$ cat config.mk
export PLATFORM = sky130hd
export DESIGN_NAME = bcd_updown_cnt
export DESIGN_NICKNAME = d
export VERILOG_FILES = /design/src/rtl/bcd_updown_cnt.sv
export SDC_FILE = /design/constraint.sdc
export NUM_CORES = 1
export LEC_CHECK = 0
export BUFFER_PORTS_ARGS = -buffer_cell sky130_fd_sc_hd__buf_2
export CELL_PAD_IN_SITES_DETAIL_PLACEMENT = 0
export CELL_PAD_IN_SITES_GLOBAL_PLACEMENT = 1
export CORE_MARGIN = 2
export CORE_UTILIZATION = 30
export CTS_BUF_LIST = sky130_fd_sc_hd__clkbuf_8
export DETAILED_ROUTE_END_ITERATION = 8
export PLACE_DENSITY_LB_ADDON = 0.1
export SLEW_MARGIN = 40
export SYNTH_ARGS = -nofsm -noshare
export SYNTH_HDL_FRONTEND = slang
export SYNTH_SLANG_ARGS = --single-unit
export TNS_END_PERCENT = 5
$ cat constraint.sdc
create_clock -name clk -period 4.76 [get_ports clk]
set_clock_uncertainty 0.15 [all_clocks]
set_input_delay 0.476 -clock clk [delete_from_list [all_inputs] [get_ports clk]]
set_output_delay 0.476 -clock clk [all_outputs]
set_load 0.1 [all_outputs]
$ cat src/rtl/bcd_updown_cnt.sv
// Multi-digit BCD up/down counter stepped by debounced key edge pulses, with clear, checked load and wrap pulse.
// Optional hold-to-repeat is built when BCD_CNT_AUTOREPEAT_EN is defined.
module bcd_updown_cnt #(
    parameter int                  DIGITS     = 2,
    parameter logic [4*DIGITS-1:0] MAX_VAL    = 8'h99,
    parameter int                  REPEAT_DLY = 25_000_000,
    parameter int                  REPEAT_PER = 5_000_000
) (
    input  logic                clk,
    input  logic                rst,
    input  logic                key_up_rise,
    input  logic                key_dn_rise,
    input  logic                key_up_lvl,
    input  logic                key_dn_lvl,
    input  logic                clr,
    input  logic                load,
    input  logic [4*DIGITS-1:0] load_val,
    output logic [4*DIGITS-1:0] cnt_out,
    output logic                wrap_pulse,
    output logic                load_err
);
    localparam int W    = 4 * DIGITS;
    localparam int TMAX = (REPEAT_DLY > REPEAT_PER) ? REPEAT_DLY : REPEAT_PER;
    localparam int TW   = $clog2(TMAX + 1);

    function automatic logic [W-1:0] bcd_inc(input logic [W-1:0] v);
        logic [W-1:0] r;
        logic         c;
        r = v;
        c = 1'b1;
        for (int i = 0; i < DIGITS; i++) begin
            if (c) begin
                if (v[4*i +: 4] == 4'd9) begin
                    r[4*i +: 4] = 4'd0;
                end else begin
                    r[4*i +: 4] = v[4*i +: 4] + 4'd1;
                    c = 1'b0;
                end
            end
        end
        return r;
    endfunction

    function automatic logic [W-1:0] bcd_dec(input logic [W-1:0] v);
        logic [W-1:0] r;
        logic         b;
        r = v;
        b = 1'b1;
        for (int i = 0; i < DIGITS; i++) begin
            if (b) begin
                if (v[4*i +: 4] == 4'd0) begin
                    r[4*i +: 4] = 4'd9;
                end else begin
                    r[4*i +: 4] = v[4*i +: 4] - 4'd1;
                    b = 1'b0;
                end
            end
        end
        return r;
    endfunction

    // With every nibble <= 9 a plain binary compare orders BCD values correctly.
    function automatic logic load_ok(input logic [W-1:0] v);
        logic ok;
        ok = 1'b1;
        for (int i = 0; i < DIGITS; i++) begin
            if (v[4*i +: 4] > 4'd9) ok = 1'b0;
        end
        return ok && (v <= MAX_VAL);
    endfunction

    logic rise_up, rise_dn, rep_up, rep_dn, do_up, do_dn;

    assign rise_up = key_up_rise & ~key_dn_rise;
    assign rise_dn = key_dn_rise & ~key_up_rise;

`ifdef BCD_CNT_AUTOREPEAT_EN
    typedef enum logic [1:0] {IDLE, DELAY, REPEAT} rpt_state_t;

    localparam logic [TW-1:0] DLY_TC = TW'(REPEAT_DLY - 1);
    localparam logic [TW-1:0] PER_TC = TW'(REPEAT_PER - 1);

    rpt_state_t    state;
    logic          dir_up;
    logic [TW-1:0] timer;
    logic          lvl_ok, fire, blocked;

    assign lvl_ok  = (dir_up ? key_up_lvl : key_dn_lvl) & ~(key_up_lvl & key_dn_lvl);
    assign fire    = lvl_ok & (((state == DELAY) && (timer == DLY_TC)) ||
                               ((state == REPEAT) && (timer == PER_TC)));
    assign blocked = clr | load | key_up_rise | key_dn_rise;
    assign rep_up  = fire & dir_up & ~blocked;
    assign rep_dn  = fire & ~dir_up & ~blocked;

    always_ff @(posedge clk or posedge rst) begin
        if (rst) begin
            state  <= IDLE;
            dir_up <= 1'b0;
            timer  <= '0;
        end else if (clr || load) begin
            state <= IDLE;
            timer <= '0;
        end else if (rise_up || rise_dn) begin
            state  <= DELAY;
            dir_up <= rise_up;
            timer  <= '0;
        end else begin
            case (state)
                DELAY: begin
                    if (!lvl_ok) begin
                        state <= IDLE;
                        timer <= '0;
                    end else if (timer == DLY_TC) begin
                        state <= REPEAT;
                        timer <= '0;
                    end else begin
                        timer <= timer + 1'b1;
                    end
                end
                REPEAT: begin
                    if (!lvl_ok) begin
                        state <= IDLE;
                        timer <= '0;
                    end else if (timer == PER_TC) begin
                        timer <= '0;
                    end else begin
                        timer <= timer + 1'b1;
                    end
                end
                default: begin
                    state <= IDLE;
                    timer <= '0;
                end
            endcase
        end
    end
`else
    logic unused_cfg;
    assign unused_cfg = ^{key_up_lvl, key_dn_lvl, TW[0]};
    assign rep_up     = 1'b0;
    assign rep_dn     = 1'b0;
`endif

    assign do_up = rise_up | rep_up;
    assign do_dn = rise_dn | rep_dn;

    always_ff @(posedge clk or posedge rst) begin
        if (rst) begin
            cnt_out    <= '0;
            wrap_pulse <= 1'b0;
            load_err   <= 1'b0;
        end else begin
            wrap_pulse <= 1'b0;
            load_err   <= 1'b0;
            if (clr) begin
                cnt_out <= '0;
            end else if (load) begin
                if (load_ok(load_val)) cnt_out <= load_val;
                else                   load_err <= 1'b1;
            end else if (do_up) begin
                if (cnt_out == MAX_VAL) begin
                    cnt_out    <= '0;
                    wrap_pulse <= 1'b1;
                end else begin
                    cnt_out <= bcd_inc(cnt_out);
                end
            end else if (do_dn) begin
                if (cnt_out == '0) begin
                    cnt_out    <= MAX_VAL;
                    wrap_pulse <= 1'b1;
                end else begin
                    cnt_out <= bcd_dec(cnt_out);
                end
            end
        end
    end
endmodule

==> run_results.csv, run 1 <==
group,metric,value,unit
detailed_routing,ant_nets,0,
logic_synthesis,async_flop_share,1.00,
placed_design,place.port_buffers,23,
clocking,cts.sinks,10,
timing,setup_viol,0,
setup_path,slowest_stage,"a2111oi_4",
logic_synthesis,netlist_area,1040,um^2
logic_synthesis,syn-num-nets,152,
clocking,clk_latency,230,ps
logic_synthesis,seq_area_frac_synth,0.241,
clocking,post_cts_resized,0,
outcome,status,"complete, no violations",
timing,rsz0062_at_grt,"false",
timing,setup_ws,2370,ps
logic_synthesis,ys_top_cells_by_area,"dfrtp_1, ha_1, inv_1, a21oi_1, o21ai_0",
setup_path,crit_required,4760,ps
worst_hold_path,hp-class,"input pin to asynchronous set/reset pin",
logic_synthesis,yosysTopAreaCell,"dfrtp_1",
cells_and_area,design_area,1220,um^2
grt,grt_pass1_vias,986,
clocking,cts_root_buf,"clkbuf_8",
setup_path,cp_max_fo,19,
grt,grt_pass1_wl,4.89,mm
timing,finalHoldViolCount,0,
setup_path,reg2reg_setup_slack,2370,ps
grt,antenna_found_initial,0,
logic_synthesis,ys_types,46,
setup_path,crit_chain,"buf_2 > inv_1 > ha_1 > or3b_4 > a2111oi_4 > o32ai_1 > o31ai_2",
timing,final.min_clock_period,2390,ps
grt,grt_max_degree,21,
clocking,clk_transition_reported_paths,50,ps
logic_synthesis,synthCells,126,
setup_path,end_kind,"flop",
logic_synthesis,synth_top_area_share,0.241,
timing,timing.slew.headroom,0.585,
clocking,clock_path_buffers,2,
timing,worst_pin_slew,623,ps
cells_and_area,diodes,0,
setup_path,critPathBufInv,2,
timing,tns,0,ps
die,die_area,3940,um^2
setup_path,startpoint_type,"input pin",
cells_and_area,fin_nets,171,
setup_path,crit_type,"input pin to flop",
cells_and_area,area_growth,17.9,%
detailed_routing,vias,986,
logic_synthesis,ys_seq_elements,10,
grt,grt_use_total,0.156,
clocking,cts_tree,"yes",
logic_synthesis,synth_enable_flop_cells,0,
clocking,hold_buffers,0,
detailed_routing,finalWirelength,2.77,mm
placed_design,place.gp.congestion,0.711,
placed_design,placed_cells_incl_taps,186,
detailed_routing,drc,0,
logic_synthesis,ys_warn_count,0,
placed_design,post-dp-hpwl,2.09,mm
logic_synthesis,yosys_most_used_dff,"dfrtp_1",
timing,drv_slew,0,
logic_synthesis,syn_avg_cell_area,8.23,um^2
die,rows,21,
setup_path,cp_top_family,"compound AO/OA/AOI/OAI gates",
power,peakVddDrop,0.0000762,V
die,die_height,62.8,um
power,power_density,314,nW/um^2
logic_synthesis,ys_top_cells_by_count,"inv_1, dfrtp_1, ha_1",
clocking,numCtsBuffers,3,
setup_path,cp.arrival,2390,ps
cells_and_area,final_cells,190,
die,coreArea,3340,um^2
placed_design,pre_cts_slack,2100,ps
job,cap_violations,0,
detailed_routing,drtIter0Drc,33,
power,p_leak,0.000554,uW
timing,max_freq,0.418,GHz
clocking,post-cts-setup-buffer-count,0,
cells_and_area,post_route_cells_drive_above_1_share,0.285,
die,ios,26,
setup_path,slowest_delay,550,ps
logic_synthesis,synth.most_common_cell,"inv_1",
grt,grt-ovfl-total,0,
die,dieWidth,62.8,um
die,initial_core_util,0.311,
clocking,htreeDepth,1,
detailed_routing,drtPass1Iterations,4,
detailed_routing,wl_per_cell,14.6,um
placed_design,dpl_cell_area,1170,um^2
detailed_routing,avgViaCountPerCell,5.19,
timing,finalCritPeriodShare,0.502,
cells_and_area,final_core_util,0.366,
==> per-layer routing <==
metal,GRT usage,part of all wire
met5,0,0
met4,0.0583,0.0098
met3,0.0180,0.026
met2,0.233,0.44
met1,0.228,0.52
==> cell type report <==
cell class,count,area (um^2)
multi-input combinational,94,696
timing repair buffer,23,115
sequential,10,250
inverter,13,48.8
clock buffer,4,55.1
tap,46,57.6
fill,375,2110
==> state kept, by name, summed over array words and instances (netlist names) <==
signal / cells
load_err: 1
wrap_pulse: 1
cnt_out: 8
==> power breakdown <==
part / internal (uW) / switching [uW] / total [uW]
registers: 92.6 / 18.5 / 111
clock network: 72.9 / 35.1 / 108
logic: 52.4 / 113 / 165
total: 218 / 166 / 384
==> kinds of logic after synthesis <==
kind of cell / after synthesis / share of synthesized area
flip-flops: 10 / 0.241
adder cells (fa/ha/maj): 10 / 0.121
buffers and inverters: 22 / 0.0881
AO/OA/AOI/OAI: 38 / 0.271
AND/OR/NAND/NOR: 44 / 0.246
multiplexers: 2 / 0.0326
==> path summary, 6_finish.rpt <==
check / start / to / cells after the start
setup / recovery: key_dn_rise / cnt_out[4]$_DFFE_PP0P_ / 7
max in group asynchronous: rst / cnt_out[6]$_DFFE_PP0P_ / 2
hold reg to reg: cnt_out[1]$_DFFE_PP0P_ / cnt_out[1]$_DFFE_PP0P_ / 2
min in group clk: clr / cnt_out[5]$_DFFE_PP0P_ / 2
setup reg to reg: cnt_out[0]$_DFFE_PP0P_ / cnt_out[4]$_DFFE_PP0P_ / 6
hold / removal: rst / cnt_out[2]$_DFFE_PP0P_ / 2
==> stage by stage <==
step	hold slack, ps	total power, uW
after detailed placement	343	278
after CTS	88.4	387
after global routing	106	412
after floorplan	166	244
after global placement	338	276
final	62.6	384
==> placed cells by master (no fill, tap or decap), drive strengths merged, types with 2 or more instances in the layout <==
cell / n
o31ai: 4
inv: 13
nor2b: 4
nand2b: 4
or3b: 2
a21oi: 8
clkbuf: 4
buf: 23
o21ai: 7
a211oi: 3
dfrtp: 10
nor3: 6
nor2: 9
ha: 10
o32ai: 2
a2111oi: 2
nand3: 3
a31oi: 3
nand2: 5
and3: 2
No activity file was read; power rests on OpenSTA's default activity.
==> run 2: changes to the inputs <==
==> constraint.sdc (replaced) <==
create_clock -name clk -period 2.12 [get_ports clk]
set_clock_uncertainty 0.15 [all_clocks]
set_input_delay 0.212 -clock clk [delete_from_list [all_inputs] [get_ports clk]]
set_output_delay 0.212 -clock clk [all_outputs]
set_load 0.1 [all_outputs]
==> run 2 against run 1 <==
The run now ends with setup timing left. Utilization grew 5.1 points. Critical path depth unchanged. Count of clock-buffer cells in the layout unchanged. Final cell count rose by 8.4%. Worst hold slack better by 99 ps. Routed wire length increased by 4.9%. Combinational power rose to 2.7 times the previous value. Clock power rose by 140%. Flip-flop and latch count unchanged. Via count is 6.2% higher. Non-clock buffer count up 16.
==> run_results.csv, run 2 (synthesis results as in run 1) <==
group,metric,value,unit
worst_hold_path,holdPathStages,3,
detailed_routing,avgViaCountPerCell,5.08,
placed_design,place.port_buffers,23,
cells_and_area,final_common_cell,"buf_2",
clocking,htreeDepth,1,
grt,grt_pass1_wl,4.73,mm
clocking,clk_transition_reported_paths,60,ps
setup_path,reg2regPathDepth,7,
worst_hold_path,hp-class,"input pin to flop",
detailed_routing,wl_per_cell,14.1,um
detailed_routing,drc,0,
die,dieWidth,62.8,um
clocking,cts_tree,"yes",
setup_path,end_kind,"flop",
timing,worst_pin_slew,488,ps
placed_design,post-dp-hpwl,2.24,mm
clocking,cts_root_buf,"clkbuf_8",
cells_and_area,area_growth,34.1,%
setup_path,slowest_stage,"dfrtp_4",
setup_path,timing.rr.end,"cnt_out[4]$_DFFE_PP0P_",
setup_path,crit_type,"flop to flop",
grt,grtUsageMet2,0.206,
power,p_leak,0.000632,uW
clocking,clk_latency,240,ps
timing,finalHoldViolCount,0,
setup_path,reg2reg_setup_slack,-70,ps
clocking,clock_path_buffers,2,
timing,whs,162,ps
clocking,numCtsBuffers,3,
setup_path,cp_max_fo,4,
cells_and_area,fin_nets,187,
cells_and_area,top_regs,"cnt_out x8, load_err x1, wrap_pulse x1",
die,coreArea,3340,um^2
detailed_routing,drtIter0Drc,68,
timing,rsz0062_at_grt,"true",
setup_path,slowest_delay,480,ps
die,die_area,3940,um^2
timing,max_freq,0.456,GHz
grt,grt_use_total,0.153,
cells_and_area,top_register,"cnt_out",
grt,grt_busiest_layer,"met1",
setup_path,crit_required,2120,ps
grt,grt_max_degree,13,
timing,finalCritPeriodShare,1.03,
die,die_height,62.8,um
timing,setup_ws,-72.4,ps
grt,use_met1,0.235,
detailed_routing,ant_nets,0,
power,peakVddDrop,0.000251,V
timing,setup_viol,4,
die,rows,21,
timing,final.min_clock_period,2190,ps
power,power_density,668,nW/um^2
placed_design,place.gp.congestion,0.813,
clocking,cts.sinks,10,
grt,antenna_found_initial,0,
cells_and_area,post_route_cells_drive_above_1_share,0.419,
timing,tns,-130,ps
setup_path,startpoint_type,"flop",
setup_path,crit_chain,"inv_4 > ha_4 > or3b_4 > a2111oi_4 > buf_4 > o32ai_2 > o31ai_2",
setup_path,cp.arrival,2190,ps
placed_design,pre_cts_slack,-13.3,ps
job,cap_violations,0,
detailed_routing,drtPass1Iterations,4,
detailed_routing,finalWirelength,2.91,mm
worst_hold_path,worstHoldStart,"load_val[7]",
detailed_routing,vias,1047,
cells_and_area,diodes,0,
outcome,violations,"setup timing",
timing,timing.slew.headroom,0.677,
grt,grt-ovfl-total,0,
die,initial_core_util,0.311,
outcome,status,"finished, violations left",
cells_and_area,largest_reg_flops,8,
grt,grt_util_met3,0.0378,
cells_and_area,layout_common_cells,"buf_2, buf_4, inv_1",
grt,grt_pass1_vias,948,
die,ios,26,
timing,drv_slew,0,
setup_path,r2r-start,"cnt_out[0]$_DFFE_PP0P_",
worst_hold_path,holdPathEnd,"load_err$_DFF_PP0_",
==> run 2: changes by cell type in the layout (fill, tap and decap cells not counted), sizes merged <==
| cell | delta |
|---|---|
| dlygate4sd3 | +1 |
| buf | +15 |
==> run 2: layout make-up <==
| class | instances | area, um^2 |
|---|---|---|
| fillers | 352 | 1950 |
| flip-flops and latches | 10 | 262 |
| inverters | 13 | 53.8 |
| clock buffers | 4 | 55.1 |
| multi-input cells | 94 | 726 |
| repair buffers | 39 | 238 |
| well taps | 46 | 57.6 |
==> run 2: critical path, delay by kind of cell (launching register included) <==
family | cells | cell delay [ps]
AO/OA/AOI/OAI | 3 | 700
flip-flops | 1 | 480
AND/OR/NAND/NOR | 1 | 380
buffers and inverters | 2 | 270
adder cells (fa/ha/maj) | 1 | 120
==> run 2: how the worst max path moves through the flow <==
| stage | from | endpoint | cells past startpoint | slack [ps] |
|---|---|---|---|---|
| 6_report | cnt_out[0]$_DFFE_PP0P_ | cnt_out[4]$_DFFE_PP0P_ | 7 | -70 |
| 5_1_grt | cnt_out[0]$_DFFE_PP0P_ | cnt_out[4]$_DFFE_PP0P_ | 7 | -120 |
| 4_1_cts | cnt_out[0]$_DFFE_PP0P_ | cnt_out[6]$_DFFE_PP0P_ | 7 | -20 |
| 3_5_place_dp | cnt_out[0]$_DFFE_PP0P_ | cnt_out[6]$_DFFE_PP0P_ | 7 | -10 |
| 3_3_place_gp | cnt_out[0]$_DFFE_PP0P_ | cnt_out[6]$_DFFE_PP0P_ | 7 | 6 |
| 2_1_floorplan | cnt_out[0]$_DFFE_PP0P_ | cnt_out[4]$_DFFE_PP0P_ | 6 | -140 |
==> run 2: report_power, final <==
group          switching [uW]  internal [uW]  total, uW
sequential               24.4            212        236
clock                    89.5            164        254
combinational             284            156        441
==> run 2: routing by layer <==
metal	up-vias	part of all wire
met4	0	0
met3	0	0.041
met5	-	0
li1	526	-
met2	21	0.44
met1	500	0.52
==> run 2: timing repair <==
| action | CTS | global route |
|---|---|---|
| setup buffers | 0 | 3 |
| endpoints found under the setup margin | 1 | 4 |
| pin swaps | 0 | 1 |
| hold buffers | 1 | 0 |
| endpoints found under the hold margin | 10 | 0 |
| resized for setup | 1 | 1 |
==> run 2: per-stage QoR <==
step / utilization / std cells / total power (uW) / instance area (um^2)
2_1_floorplan: - / 126 / 560 / 1070
3_3_place_gp: 0.388 / 198 / 668 / 1290
3_5_place_dp: 0.388 / 198 / 668 / 1290
4_1_cts: 0.409 / 203 / 926 / 1360
5_1_grt: 0.417 / 206 / 985 / 1390
6_report: 0.417 / 206 / 930 / 1390
==> run 3: changes to the inputs <==
--- a/config.mk
+++ b/config.mk
@@ -17,4 +17,3 @@
 export SYNTH_ARGS = -nofsm -noshare
 export SYNTH_HDL_FRONTEND = slang
 export SYNTH_SLANG_ARGS = --single-unit
-export TNS_END_PERCENT = 5
==> run 3 against run 2 <==
Cell area is 0.63% lower. Sequential share of layout area rose by 0.21 points. Die area is the same. Combinational power barely moved. Utilization fell by 0.26 points. Count of clock-buffer cells in the layout stayed put. Sequential power increased by 2%. Fmax up 2.4%. Critical path depth stayed put. Total power is 0.81% higher. Routed wire length is 6.1% higher. The run still ends with setup timing left.
==> run_results.csv, run 3 (synthesis results as in run 1) <==
group,metric,value,unit
setup_path,cp_max_fo,5,
detailed_routing,vias,1048,
cells_and_area,layout_common_cells,"buf_2, buf_4, inv_1",
placed_design,post-dp-hpwl,2.31,mm
die,dieWidth,62.8,um
timing,setup_ws,-21.2,ps
timing,tns,-21.2,ps
cells_and_area,final_common_cell,"buf_2",
grt,grt-ovfl-total,0,
grt,antenna_found_initial,0,
setup_path,cp_top_family,"compound AO/OA/AOI/OAI gates",
power,p_leak,0.000623,uW
grt,grt_pass1_vias,1056,
timing,worst_pin_slew,487,ps
grt,grt_busiest_layer,"met2",
setup_path,startpoint_type,"flop",
job,cap_violations,0,
detailed_routing,finalWirelength,3.08,mm
cells_and_area,fillers,373,
worst_hold_path,hp-class,"input pin to flop",
clocking,cts_root_buf,"clkbuf_8",
outcome,violations,"setup timing",
placed_design,pre_cts_slack,-19.3,ps
cells_and_area,fin_nets,186,
detailed_routing,wl_per_cell,15.0,um
detailed_routing,drtIter0Drc,36,
cells_and_area,final_core_util,0.414,
placed_design,place.gp.congestion,0.786,
detailed_routing,drc,0,
setup_path,end_kind,"flop",
setup_path,slowest_delay,480,ps
cells_and_area,design_area,1380,um^2
clocking,clk_latency,240,ps
timing,finalHoldViolCount,0,
timing,final.min_clock_period,2140,ps
detailed_routing,ant_nets,0,
die,initial_core_util,0.311,
cells_and_area,largest_reg_flops,8,
detailed_routing,drtPass1Iterations,4,
cells_and_area,top_register,"cnt_out",
cells_and_area,top_regs,"cnt_out x8, load_err x1, wrap_pulse x1",
setup_path,crit_type,"flop to flop",
grt,grtUsageMet2,0.251,
clocking,numCtsBuffers,3,
die,coreArea,3340,um^2
timing,setup_viol,1,
setup_path,cp.arrival,2140,ps
grt,use_met1,0.231,
cells_and_area,diodes,0,
setup_path,slowest_stage,"dfrtp_4",
die,ios,26,
power,peakVddDrop,0.000184,V
timing,whs,133,ps
grt,grt_pass1_wl,5.16,mm
setup_path,crit_required,2120,ps
die,die_area,3940,um^2
die,rows,21,
clocking,htreeDepth,1,
grt,grt_util_met3,0.0324,
clocking,cts.sinks,10,
clocking,clk_transition_reported_paths,60,ps
clocking,clock_path_buffers,2,
grt,grt_use_total,0.166,
outcome,status,"finished, violations left",
setup_path,crit_chain,"inv_4 > ha_4 > or3b_4 > a2111oi_4 > buf_4 > nor3_2 > a211oi_1",
cells_and_area,area_growth,33.3,%
power,power_density,678,nW/um^2
setup_path,critPathBufInv,2,
placed_design,dpl_cell_area,1290,um^2
placed_design,place.port_buffers,23,
timing,finalCritPeriodShare,1.01,
detailed_routing,avgViaCountPerCell,5.11,
timing,rsz0062_at_grt,"true",
die,die_height,62.8,um
timing,timing.slew.headroom,0.667,
timing,max_freq,0.467,GHz
grt,grt_max_degree,13,
timing,drv_slew,0,
cells_and_area,post_route_cells_drive_above_1_share,0.421,
clocking,cts_tree,"yes",
## run 3: final cells by class
type / instances / area (um^2) / share of cell area
clock buffers: 4 / 55.1 / 0.0398
inverters: 13 / 53.8 / 0.0389
multi-input cells: 94 / 723 / 0.523
flip-flops and latches: 10 / 263 / 0.190
well taps: 46 / 57.6 / 0.0416
repair buffers: 38 / 230 / 0.167
## run 3: power by group
group          switching, uW  internal (uW)  leakage, uW
combinational            285            157     0.000469
clock                   91.6            164    0.0000288
sequential              27.8            212     0.000125
## run 3: metal layers
| metal | wire length (um) | part of all wire | vias to the layer above |
|---|---|---|---|
| met2 | 1420 | 0.46 | 17 |
| li1 | - | - | 522 |
| met3 | 83 | 0.027 | 2 |
| met1 | 1560 | 0.51 | 507 |
| met5 | 0 | 0 | - |
| met4 | 16 | 0.0052 | 0 |
## run 3: path summary, 6_finish.rpt
| path | slack (ps) | end | cells after the start | startpoint |
|---|---|---|---|---|
| worst max-delay path | -20 | cnt_out[6]$_DFFE_PP0P_ | 7 | cnt_out[1]$_DFFE_PP0P_ |
| worst min-delay path | 130 | cnt_out[4]$_DFFE_PP0P_ | 3 | load_val[4] |
| worst max register to register | -20 | cnt_out[6]$_DFFE_PP0P_ | 7 | cnt_out[1]$_DFFE_PP0P_ |
| worst min register to register | 560 | cnt_out[2]$_DFFE_PP0P_ | 2 | cnt_out[2]$_DFFE_PP0P_ |
| max in group asynchronous | 1090 | cnt_out[1]$_DFFE_PP0P_ | 3 | rst |
| min in group asynchronous | 370 | cnt_out[2]$_DFFE_PP0P_ | 3 | rst |
## run 3: worst register-to-register path: stages, from the launching register on
cell and delay [ps]:
dfrtp_4 480, inv_4 80, ha_4 120, or3b_4 380, a2111oi_4 420, buf_4 210
nor3_2 40, a211oi_1 170
## run 3: through the flow
stage | instances | total power [uW]
detailed placement | 197 | 668
global route | 205 | 994
CTS | 202 | 933
global placement | 197 | 665
floorplan | 126 | 561
finish | 205 | 938
## run 3: timing repair
item                                   4_1_cts  5_1_grt
setup endpoints to repair                    1        4
resized for setup                            1        1
endpoints found under the hold margin       10        0
buffers inserted                             0        3
hold buffers                                 1        0
pin swaps                                    0        2
